## config.mk

```make
export PLATFORM = sky130hd
export DESIGN_NAME = kamus_lsu_mem
export DESIGN_NICKNAME = d
export VERILOG_FILES = /design/src/rtl/kamus_lsu_mem.sv
export SDC_FILE = /design/constraint.sdc
export NUM_CORES = 1
export LEC_CHECK = 0
export BUFFER_PORTS_ARGS = -buffer_cell sky130_fd_sc_hd__buf_2
export CORE_AREA = 2 2 99 101
export DETAILED_ROUTE_END_ITERATION = 16
export DIE_AREA = 0 0 101 103
export PLACE_DENSITY = 0.8
export SYNTH_ARGS = -nofsm -noshare
export SYNTH_HDL_FRONTEND = slang
export SYNTH_SLANG_ARGS = --single-unit
```

## constraint.sdc

```tcl
create_clock -name clk_i -period 3.74 [get_ports clk_i]
set_input_delay 0.748 -clock clk_i [delete_from_list [all_inputs] [get_ports clk_i]]
set_output_delay 0.748 -clock clk_i [all_outputs]
set_load 0.01 [all_outputs]
```

## src/rtl/kamus_lsu_mem.sv

```systemverilog
// Load/store MEM stage: drives the L1D req/gnt/rvalid bus, aligns store lanes,
// extends load data and holds the pipeline while an access is outstanding.
module kamus_lsu_mem #(
  parameter int ADDR_W      = 32,
  parameter int REG_ADDR_W  = 5,
  parameter int GNT_TIMEOUT = 16
) (
  input  logic                  clk_i,
  input  logic                  rst_ni,
  input  logic                  valid_exmem_i,
  input  logic                  mem_rd_exmem_i,
  input  logic                  mem_wr_exmem_i,
  input  logic [2:0]            funct3_exmem_i,
  input  logic [31:0]           alu_rslt_exmem_i,
  input  logic [31:0]           rs2_data_exmem_i,
  input  logic [REG_ADDR_W-1:0] rd_addr_exmem_i,
  input  logic                  regfile_wr_en_exmem_i,
  input  logic [1:0]            wb_mux_sel_exmem_i,
  output logic                  stall_o,
  output logic                  l1d_req_o,
  input  logic                  l1d_gnt_i,
  output logic                  l1d_we_o,
  output logic [3:0]            l1d_be_o,
  output logic [ADDR_W-1:0]     l1d_addr_o,
  output logic [31:0]           l1d_wr_data_o,
  input  logic                  l1d_rvalid_i,
  input  logic [31:0]           l1d_rd_data_i,
  output logic                  regfile_wr_en_memwb_reg_o,
  output logic [31:0]           alu_memwb_reg_o,
  output logic [31:0]           l1d_rd_data_memwb_reg_o,
  output logic [1:0]            wb_mux_sel_memwb_reg_o,
  output logic [REG_ADDR_W-1:0] rd_addr_memwb_reg_o,
  output logic                  misalign_memwb_reg_o,
  output logic                  bus_err_memwb_reg_o
);
  localparam int CNT_W = $clog2(GNT_TIMEOUT);

  typedef enum logic [1:0] {ST_IDLE, ST_REQ, ST_WAIT} state_e;

  state_e                  state_q, state_d;
  logic [CNT_W-1:0]        cnt_q, cnt_d;
  logic                    wr_en_q, wr_en_d;
  logic [31:0]             alu_q, alu_d;
  logic [31:0]             rd_data_q, rd_data_d;
  logic [1:0]              wb_sel_q, wb_sel_d;
  logic [REG_ADDR_W-1:0]   rd_addr_q, rd_addr_d;
  logic                    misalign_q, misalign_d;
  logic                    bus_err_q, bus_err_d;

  logic        mem_op, is_st, mis, req, stall, mis_evt, berr_evt;
  logic [1:0]  off;
  logic [3:0]  be;
  logic [31:0] wdata, ld_sh, ld_ext;
  logic [15:0] ld_h;

  assign mem_op = valid_exmem_i & (mem_rd_exmem_i | mem_wr_exmem_i);
  assign is_st  = mem_wr_exmem_i;
  assign off    = alu_rslt_exmem_i[1:0];
  assign ld_sh  = l1d_rd_data_i >> {off, 3'b000};
  assign ld_h   = off[1] ? l1d_rd_data_i[31:16] : l1d_rd_data_i[15:0];

  always_comb begin
    mis    = 1'b1;
    be     = 4'hF;
    wdata  = rs2_data_exmem_i;
    ld_ext = l1d_rd_data_i;
    case (funct3_exmem_i)
      3'b000, 3'b100: mis = 1'b0;
      3'b001, 3'b101: mis = off[0];
      3'b010:         mis = |off;
      default:        mis = 1'b1;
    endcase
    if (is_st) begin
      case (funct3_exmem_i[1:0])
        2'b00: begin
          be    = 4'b0001 << off;
          wdata = {4{rs2_data_exmem_i[7:0]}};
        end
        2'b01: begin
          be    = 4'b0011 << off;
          wdata = {2{rs2_data_exmem_i[15:0]}};
        end
        default: ;
      endcase
    end
    case (funct3_exmem_i)
      3'b000:  ld_ext = {{24{ld_sh[7]}}, ld_sh[7:0]};
      3'b100:  ld_ext = {24'h0, ld_sh[7:0]};
      3'b001:  ld_ext = {{16{ld_h[15]}}, ld_h};
      3'b101:  ld_ext = {16'h0, ld_h};
      default: ld_ext = l1d_rd_data_i;
    endcase
  end

  // Bus handshake: a request is accepted on a cycle where l1d_req_o & l1d_gnt_i;
  // the single response (load data or store ack) is the later l1d_rvalid_i
  // pulse. Address/be/data/we come from EX/MEM, which stall_o holds stable.
  always_comb begin
    state_d  = state_q;
    cnt_d    = cnt_q;
    req      = 1'b0;
    stall    = 1'b0;
    mis_evt  = 1'b0;
    berr_evt = 1'b0;
    case (state_q)
      ST_IDLE: begin
        cnt_d = '0;
        if (mem_op) begin
          if (mis) begin
            mis_evt = 1'b1;
          end else begin
            req     = 1'b1;
            stall   = 1'b1;
            state_d = l1d_gnt_i ? ST_WAIT : ST_REQ;
          end
        end
      end
      ST_REQ: begin
        if (cnt_q == CNT_W'(GNT_TIMEOUT - 1)) begin
          berr_evt = 1'b1;
          cnt_d    = '0;
          state_d  = ST_IDLE;
        end else begin
          req   = 1'b1;
          stall = 1'b1;
          if (l1d_gnt_i) begin
            cnt_d   = '0;
            state_d = ST_WAIT;
          end else begin
            cnt_d = cnt_q + CNT_W'(1);
          end
        end
      end
      ST_WAIT: begin
        stall = ~l1d_rvalid_i;
        if (l1d_rvalid_i) state_d = ST_IDLE;
      end
      default: state_d = ST_IDLE;
    endcase

    wr_en_d    = regfile_wr_en_exmem_i & ~stall & ~mis_evt & ~berr_evt;
    alu_d      = alu_rslt_exmem_i;
    rd_data_d  = ld_ext;
    wb_sel_d   = wb_mux_sel_exmem_i;
    rd_addr_d  = rd_addr_exmem_i;
    misalign_d = mis_evt;
    bus_err_d  = berr_evt;
  end

  always_ff @(posedge clk_i or negedge rst_ni) begin
    if (!rst_ni) begin
      state_q    <= ST_IDLE;
      cnt_q      <= '0;
      wr_en_q    <= 1'b0;
      alu_q      <= '0;
      rd_data_q  <= '0;
      wb_sel_q   <= '0;
      rd_addr_q  <= '0;
      misalign_q <= 1'b0;
      bus_err_q  <= 1'b0;
    end else begin
      state_q    <= state_d;
      cnt_q      <= cnt_d;
      wr_en_q    <= wr_en_d;
      alu_q      <= alu_d;
      rd_data_q  <= rd_data_d;
      wb_sel_q   <= wb_sel_d;
      rd_addr_q  <= rd_addr_d;
      misalign_q <= misalign_d;
      bus_err_q  <= bus_err_d;
    end
  end

  // Reset gates the combinational bus side so it reads idle while rst_ni is low.
  assign stall_o       = rst_ni & stall;
  assign l1d_req_o     = rst_ni & req;
  assign l1d_we_o      = rst_ni & is_st;
  assign l1d_be_o      = rst_ni ? be : 4'h0;
  assign l1d_addr_o    = rst_ni ? {alu_rslt_exmem_i[ADDR_W-1:2], 2'b00} : '0;
  assign l1d_wr_data_o = rst_ni ? wdata : 32'h0;

  assign regfile_wr_en_memwb_reg_o = wr_en_q;
  assign alu_memwb_reg_o           = alu_q;
  assign l1d_rd_data_memwb_reg_o   = rd_data_q;
  assign wb_mux_sel_memwb_reg_o    = wb_sel_q;
  assign rd_addr_memwb_reg_o       = rd_addr_q;
  assign misalign_memwb_reg_o      = misalign_q;
  assign bus_err_memwb_reg_o       = bus_err_q;
endmodule

```

==> results by stage, run 1 <==
Floorplan:
- The starting density of the core is 41.1%.
- During I/O placement, the number of pins put on the boundary was 259.
- The die is 101 um wide.
- Measured along the y axis, the die boundary spans 103 um.
- The floorplan die area is 10400 um2.
- The initialized floorplan defines 36 standard-cell rows.
- The core outline area is 9460 um2.

Pwr:
- Dividing total power by cell area gives a power density of 386 nW/um2.
- For this design the static power due to leakage is 0.00293 uW.
- The clock network accounts for 33.9% of the total power.
- Cell internal power was estimated by the tool at 1510 uW.
- The fraction of power consumed by combinational cells is 21.1%.
- Per report_power, the sequential group accounts for 45.0% of the total.
- The maximum vdd drop is 0.142 mV.
- Net switching is 28.0% of the power.
- Summed over all nets, the switching power comes to 586 uW.

CTS:
- Clock-pin slew was measured on the worst setup and hold paths at 0.08 ns.
- The root buffer cell is clkbuf_8.
- The number of buffers inserted to repair setup after CTS is 0.
- The maximum buffer depth of the clock tree is 2.
- In this run, CTS created clock tree buffers numbering 9.
- The number of sinks handled by clock tree synthesis is 80.
- The post-cts resize count is 0.
- CTS built an H-tree with a depth of 3.
- Hold repair after CTS inserted 0 buffers.
- TritonCTS built the clock tree.
- Clock latency on the worst-skew pair, taken at its later pin, is 0.36 ns.

Global routing:
- After global routing, the most crowded layer is met2.
- Global routing consumed, on the met2 layer, 39.0% of the routing resources.
- The number of antenna violations at the first check in global routing is 0.
- The pin count of the biggest net entering global routing is 99.
- In the global route stage, met3 resource usage came out at 4.07%.
- The sum of overflow across all layers after global routing is 0.
- The via count of the first global-routing pass is 3446.
- Global routing consumed, on the met1 layer, 24.5% of the routing resources.
- Global routing consumed, over all layers together, 21.3% of the routing resources.
- The first global-routing pass estimated 17.1 mm of wire.

Logic synthesis:
- The share of synthesized registers carrying an async set or reset is 100%.
- Synthesis handed over a netlist of 379 instances.
- The netlist uses 43 different library cells.
- The register bit count reported by yosys is 80.
- Yosys mapped a number of flops with a built-in enable equal to 0.
- The part of the Yosys area used for sequential elements is 51.5%.
- After synthesis the cells add up to 3890 um2.
- For this run, the leading register cell type out of synthesis is dfrtp_1.
- During synthesis, Yosys emitted a total of 0 warnings.
- Each instance of the synthesized netlist takes up on average 10.3 um2.

Layout:
- The layout cell share with drive strength beyond 1 is 46.3%.
- The post-layout net count is 736.
- 0 antenna diodes ended up in the layout.
- The layout filler cell count is 825.
- The area of the multi-input gates is 1700 um2.
- The area growth from synthesis to layout is 39.7%.
- Summing all flip-flop and latch instances after layout gives 2000 um2.

Timing:
- Setup repair after global routing left no endpoint under its margin.
- Derived from the worst setup path, the maximum achievable clock frequency is 336 MHz.
- The transition time of the tightest slew-check pin is 1.03 ns.
- The final number of max-transition violations is 0.
- In the finished design, the share of the clock period the worst path needs comes to 79.5%.
- Across the routed clock network, the largest skew measured is 0.0114 ns.
- The number of hold-slack violations in the final timing report was 0.
- For the final routed database, the setup TNS stands at 0 ns.
- The worst pin sits at a relative slew slack of 30.8%.
- The final-layout worst hold slack is 0.473 ns.
- Setup violations remaining at the end of the flow were counted as 0.
- For the finished layout, the period the worst path requires is 2.97 ns.

Run:
- The tool flagged a number of max-cap violations equal to 0.

Worst hold path:
- The path class of the tightest hold or removal check is in2async.

Worst setup path:
- Data arrives at the worst endpoint at 2.22 ns.
- Data on the critical path is required at its endpoint by 2.99 ns.
- Of all nets on the critical path, the largest fanout is 45.
- The worst setup path startpoint is funct3_exmem_i[1].
- The critical register-to-register path endpoint is cnt_q[0]$_DFFE_PN0P_.
- The depth of the worst register-to-register path is 3.
- The critical path class is in2out.
- Setup slack on the worst reg-to-reg path comes out at 2.24 ns.
- The startpoint identified for the worst register-to-register timing path is state_q[1]$_DFFE_PN0P_.
- The worst setup path is launched from an input pin.
- The endpoint type of the worst setup path is an output pin.

Routing:
- The count of nets left with antenna violations once routing finished came out at 0.
- The violation count after the first detailed-routing iteration is 205.
- Wires add up to 11.8 mm.
- The wire length per cell is 15.9 um.
- Dividing the detail-routed via count by the number of cells gives 5.15.
- The routed layout has 3809 vias.
- After detailed routing, the number of remaining DRC violations is 0.
- Before antenna repair, the detailed router went through 5 iterations.

Placement:
- The routability congestion estimate from global placement is 0.922.
- The quantity of I/O buffers inserted on ports is 256.
- The half-perimeter wire length after detailed placement is 8.94 mm.

Outcome:
- The flow ran to the end, and the final reports show no timing, DRC or antenna violations.
## logic make-up after synthesis
| kind of cell | share of synthesized area, % |
|---|---|
| flip-flops | 51.5 |
| AND/OR/NAND/NOR | 18.2 |
| other | 0.0965 |
| adder cells (fa/ha/maj) | 0.322 |
| buffers and inverters | 4.89 |
| AO/OA/AOI/OAI | 17.2 |
| multiplexers | 7.79 |
## critical path, cell delays in order
cell	delay, ns
buf_2	0.57
nand2b_1	0.44
nand2_1	0.10
a21boi_0	0.20
buf_2	0.17
## power by group through the flow
stage               clock (uW)  sequential, uW  combinational (uW)
floorplan                    0             989                 192
global placement             0             960                 433
detailed placement           0             961                 443
CTS                        725             944                 445
global route               759             950                 485
finish                     712             943                 442
## cells in the mapped netlist, types with 3 or more instances
| cell type | number | share of area (%) |
|---|---|---|
| mux2_2 | 8 | 2.3 |
| buf_4 | 3 | 0.58 |
| nor2_1 | 4 | 0.39 |
| mux2i_1 | 19 | 4.9 |
| and2_1 | 41 | 6.6 |
| o211ai_1 | 8 | 1.5 |
| dfrtp_1 | 80 | 52 |
| a21oi_1 | 43 | 5.5 |
| o21ai_0 | 4 | 0.52 |
| nor3b_1 | 3 | 0.58 |
| nor2b_1 | 14 | 2.3 |
| nand2b_1 | 5 | 0.80 |
| o221ai_1 | 6 | 1.4 |
| inv_1 | 7 | 0.68 |
| and3b_1 | 8 | 1.8 |
| a22oi_1 | 6 | 1.2 |
| o21a_1 | 3 | 0.58 |
| o211a_1 | 8 | 2.1 |
| nand2_1 | 43 | 4.2 |
| a21boi_0 | 12 | 2.3 |
| buf_2 | 8 | 1.0 |
| clkbuf_1 | 18 | 1.7 |
## metal layers
metal | share of wire [%] | vias to the layer above
met5 | 0 | -
met4 | 2.2 | 0
met3 | 7.4 | 27
met2 | 52 | 219
met1 | 38 | 1771
li1 | - | 1792
## cells in the final DEF, fill, tap and decap left out, types with 3 or more instances in the layout
master / Yosys / layout
nor2_1: 4 / 4
o211a_1: 8 / 8
nand2b_1: 5 / 5
o21a_1: 3 / 3
a22oi_1: 6 / 6
buf_2: 8 / 255
mux2i_1: 19 / 19
o211ai_1: 8 / 8
o21ai_0: 4 / 4
dfrtp_1: 80 / 80
inv_1: 7 / 7
nor3b_1: 3 / 3
nor2b_1: 14 / 13
clkbuf_8: 0 / 10
a21oi_1: 43 / 43
and3b_1: 8 / 8
a21boi_0: 12 / 12
and2_1: 41 / 41
nand2_1: 43 / 43
mux2_2: 8 / 8
o221ai_1: 6 / 6
buf_4: 3 / 7
## sequential cells by signal (all words and copies together), names as in the netlist
name                       cells
regfile_wr_en_memwb_reg_o      1
cnt_q                          4
bus_err_memwb_reg_o            1
state_q                        2
l1d_rd_data_memwb_reg_o       32
wb_mux_sel_memwb_reg_o         2
alu_memwb_reg_o               32
rd_addr_memwb_reg_o            5
misalign_memwb_reg_o           1
## metrics by stage
stage | setup WS, ns | std cells | instance area (um2) | utilization [%] | power [uW]
after floorplan | 1.31 | 380 | 3890 | - | 1180
after global placement | 0.879 | 724 | 5210 | 55.1 | 1390
after detailed placement | 0.759 | 724 | 5210 | 55.1 | 1400
after CTS | 0.760 | 740 | 5430 | 57.4 | 2110
after global routing | 0.644 | 740 | 5430 | 57.4 | 2190
final | 0.768 | 740 | 5430 | 57.4 | 2100
## final cells by class
type | instances | area share (%)
Sequential cell | 80 | 36.9
Clock buffer | 12 | 2.67
Tap cell | 114 | 2.63
Clock inverter | 4 | 1.43
Multi-Input combinational cell | 259 | 31.3
Inverter | 9 | 0.622
Timing Repair Buffer | 262 | 24.5
## worst max-delay path by stage
stage,end,slack (ns),cells past startpoint
after floorplan,l1d_wr_data_o[22],1.31,6
after global placement,l1d_wr_data_o[21],0.88,5
after detailed placement,l1d_wr_data_o[17],0.76,5
after CTS,l1d_wr_data_o[17],0.76,5
after global routing,l1d_wr_data_o[17],0.64,5
final,l1d_wr_data_o[17],0.77,5
(Power assumes the default switching activity.)
==> run 2: changes to the inputs <==
==> config.mk (replaced) <==
export PLATFORM = sky130hd
export DESIGN_NAME = kamus_lsu_mem
export DESIGN_NICKNAME = d
export VERILOG_FILES = /design/src/rtl/kamus_lsu_mem.sv
export SDC_FILE = /design/constraint.sdc
export NUM_CORES = 1
export LEC_CHECK = 0
export ABC_AREA = 1
export BUFFER_PORTS_ARGS = -buffer_cell sky130_fd_sc_hd__buf_2
export CORE_UTILIZATION = 38
export DETAILED_ROUTE_END_ITERATION = 16
export PLACE_DENSITY = 0.77
export SYNTH_ARGS = -nofsm -noshare
export SYNTH_HDL_FRONTEND = slang
export SYNTH_SLANG_ARGS = --single-unit
==> constraint.sdc (replaced) <==
create_clock -name clk_i -period 2.6 [get_ports clk_i]
set_input_delay 0.52 -clock clk_i [delete_from_list [all_inputs] [get_ports clk_i]]
set_output_delay 0.52 -clock clk_i [all_outputs]
set_load 0.01 [all_outputs]
==> results by stage, run 2 <==
CTS:
- The clock insertion delay at the later pin of the skew report is 0.34 ns (-0.02 ns).
- The number of sinks handled by clock tree synthesis is 80 (unchanged).
- The maximum buffer depth of the clock tree was 2 (unchanged).
- The root buffer cell is clkbuf_8.
- The number of hold buffers added after cts came to 0 (unchanged).
- The H-tree depth reported by CTS is 3 (unchanged).
- The register clock-pin slew on the reported worst setup and hold paths is 0.08 ns (about the same).
- The number of buffers inserted to repair setup after CTS is 0 (unchanged).
- The total clock buffers created by CTS is 9 (unchanged).
- The post-cts resize count is 0 (unchanged).
- The TritonCTS clock tree is done.

Placement:
- The quantity of I/O buffers inserted on ports is 256 (unchanged).
- The routability congestion estimate from global placement came to 0.912 (-1.1%).
- The half-perimeter wire length after detailed placement is 9.61 mm (+7.5%).
- The number of placed instances with taps included is 851 (+18%).

Layout:
- The library cells used most frequently in the layout, excluding fill and tap cells, are buf_2, nand2_1, dfrtp_1.
- The storage element area came to 2000 um2 (unchanged).
- The post-route non-filler standard cell count came to 867 (+17%).
- The antenna cell count came to 0 (unchanged).
- The layout cell share with drive strength beyond 1 came to 39.8% (-6.5 points).
- The layout filler cell count is 925 (+12%).
- The commonest non-fill, non-tap cell in the layout is buf_2.
- The post-layout net count was 844 (+15%).
- The area of the multi-input gates is 1370 um2 (-20%).
- The area growth from synthesis to layout is 40.8%.

Pwr:
- The internal power is 2010 uW (+33%).
- The switching power of the nets was 953 uW (+63%).
- The power per cell area is 558 nW/um2 (+44%).
- The fraction of power consumed by combinational cells is 24.9% (+3.8 points).
- The maximum vdd drop came to 0.232 mV (+64%).
- The power share of the clock group is 28.2% (-5.7 points).
- The sequential group share of total power came to 46.9% (+1.9 points).
- The leakage power is 0.00331 uW (+13%).
- The fraction of power spent switching nets was 32.2% (+4.2 points).

Worst setup path:
- The number of buffers and inverters on the critical path is 2 (unchanged).
- The data required time at the worst endpoint is 2.08 ns (-0.91 ns).
- The slowest stage of the critical path is the nor2_2 cell.
- The element type at the critical path start is an input pin.
- The maximum single-stage delay on the critical path is 0.51 ns (-0.06 ns).
- STA classifies the critical path endpoint as an output pin.
- The maximum net fanout on the critical path is 24 (-47%).
- The data arrival time at the worst-slack endpoint is 1.88 ns (-0.34 ns).
- The worst setup path is of the in2out kind.
- In this design, the critical path's most frequently occurring cell is buf_2.
- The critical path goes through buf_2 > nor2_2 > nand2_1 > nand4_1 > a21oi_1 > buf_2.
- The family with the most delay on the worst path is simple AND/OR/NAND/NOR gates.

Timing:
- The transition time of the tightest slew-check pin is 0.550 ns (-0.485 ns).
- The total negative setup slack is 0 ns (unchanged).
- The clock skew is 0.000721 ns (-0.0107 ns).
- Setup repair after global routing left no endpoint under its margin.
- The final number of max-transition violations is 0 (unchanged).
- The final-layout worst hold slack is 0.0784 ns (-0.394 ns).
- Based on the critical path, the design can be clocked at up to 417 MHz.
- The number of hold-slack violations in the final timing report was 0 (unchanged).
- The worst path uses 92.3% of the clock period.
- The setup violation total in the final timing report is 0 (unchanged).
- The worst slew margin relative to its limit is 63.3% (+33 points).
- The minimum period implied by the final worst setup slack is 2.40 ns.

Routing:
- The ratio of routed vias to standard cells is 4.72 (-8.3%).
- The wire length per cell came to 14.1 um (-11%).
- The post-route antenna net violation count is 0 (unchanged).
- The number of remaining DRC errors is 0 (unchanged).
- The post-detailed-routing wire length came to 12.2 mm (+4.0%).
- The violation count after the first detailed-routing iteration is 201 (-2.0%).
- The vias after detailed routing came to 4094 (+7.5%).
- The number of detailed-routing iterations run before antenna repair is 5 (unchanged).

Logic synthesis:
- The register bit count reported by yosys is 80 (unchanged).
- In the synthesized netlist the dominant register cell turns out to be dfrtp_1.
- The area of the mapped netlist is 3770 um2 (-2.9%).
- The fraction of synthesized cell area taken by the top area cell type is 53.1% (+1.5 points).
- The synthesized instance count is 479 (+26%).
- The most frequent cell after synthesis is nand2_1.
- The part of the Yosys area used for sequential elements is 53.1% (+1.5 points).
- The library cell occupying the most area in the post-synthesis netlist is dfrtp_1.
- The count of flip-flops with a built-in enable after synthesis was 0 (unchanged).
- The commonest cells after synthesis are nand2_1, dfrtp_1, inv_1.
- The share of synthesized registers carrying an async set or reset is 100% (unchanged).
- Ranked by total cell area, the synthesized netlist is headed by dfrtp_1, nand2_1, nand3_1.
- The number of distinct library cells after synthesis is 28 (-35%).
- The average cell area after synthesis is 7.88 um2 (-23%).
- The Yosys warning count is 0 (unchanged).

Floorplan:
- The starting density of the core was 39.0% (-2.1 points).
- The core outline area is 9680 um2 (+2.4%).
- The horizontal extent of the die is 102 um (+0.64%).
- The chip height came to 102 um (-1.3%).
- The row count is 36 (unchanged).
- The I/O pin count was 259 (unchanged).
- The floorplan die area is 10300 um2 (-0.68%).

Global routing:
- The global routing usage summed across all routing layers is 23.4% (+2.1 points).
- The first-pass GRT wire length is 18.0 mm (+5.0%).
- The sum of overflow across all layers after global routing was 0 (unchanged).
- The via count of the first global-routing pass was 3648 (+5.9%).
- The pin count of the biggest net entering global routing is 85 (-14%).
- The number of antenna violations at the first check in global routing is 0 (unchanged).

Worst hold path:
- The class of the worst hold path is in2async.

Run:
- The count of max-cap constraint violations is 0 (unchanged).

Outcome:
- The run finished with clean final reports.
run 2: cell count changes after synthesis, sizes merged, moves of 12 or more:
cell    previous run  this run
a21boi            12         0
mux2i             19         0
nand2             44       165
a21oi             44        17
inv                7        66
nor2b             14         0
clkbuf            18         4
and2              41         1
nor2               4        25
nand3              2        49
o21ai              4        37
run 2: kinds of logic after synthesis:
logic type | count (synthesis) | share of synthesized area, %
AOI/OAI and AO/OA | 62 | 8.82
xor gates and xnor gates | 2 | 0.464
adders and majority gates | 1 | 0.332
buffers and inverters | 91 | 10.8
DFF | 80 | 53.1
other | 1 | 0.0994
and+or+nand+nor | 242 | 26.4
run 2: area by class of cell:
cell class                 count  area share, %
tap                          133           3.13
inverter                      66           4.66
clock buffer                  11           2.66
multi-input combinational    309           25.7
timing repair buffer         263           25.4
sequential                    80           37.7
clock inverter                 5          0.754
run 2: layer usage:
metal | vias to the layer above | part of all wire (%) | GRT usage (%)
li1 | 1979 | - | -
met1 | 1854 | 38 | 26.8
met2 | 237 | 51 | 41.5
met3 | 24 | 8.4 | 4.83
met4 | 0 | 2.4 | 10.8
met5 | - | 0 | 0
run 2: through the flow:
step	power [uW]	utilization [%]	cell area [um2]	setup WS [ns]
2_1_floorplan	1790	-	3780	0.758
3_3_place_gp	2130	53.0	5130	0.245
3_5_place_dp	2150	53.0	5130	0.178
4_1_cts	2980	54.9	5310	0.172
5_1_grt	3130	54.9	5310	0.0113
6_report	2960	54.9	5310	0.200
run 2: power groups by stage:
stage	clock network [uW]	logic, uW	registers, uW
CTS	855	739	1390
finish	834	738	1390
floorplan	0	344	1450
detailed placement	0	735	1410
global placement	0	721	1410
global route	904	825	1400
run 2: final timing paths:
check	start	to	slack, ns	depth (start not counted)
min in group clk_i	rd_addr_exmem_i[1]	rd_addr_memwb_reg_o[1]$_DFF_PN0_	0.27	1
worst max register to register	cnt_q[0]$_DFFE_PN0P_	state_q[1]$_DFFE_PN0P_	1.22	6
max in group asynchronous	rst_ni	l1d_rd_data_memwb_reg_o[14]$_DFF_PN0_	1.63	3
worst min register to register	cnt_q[0]$_DFFE_PN0P_	cnt_q[0]$_DFFE_PN0P_	0.54	1
worst max-delay path	funct3_exmem_i[1]	stall_o	0.20	6
worst min-delay path	rst_ni	alu_memwb_reg_o[31]$_DFF_PN0_	0.08	1
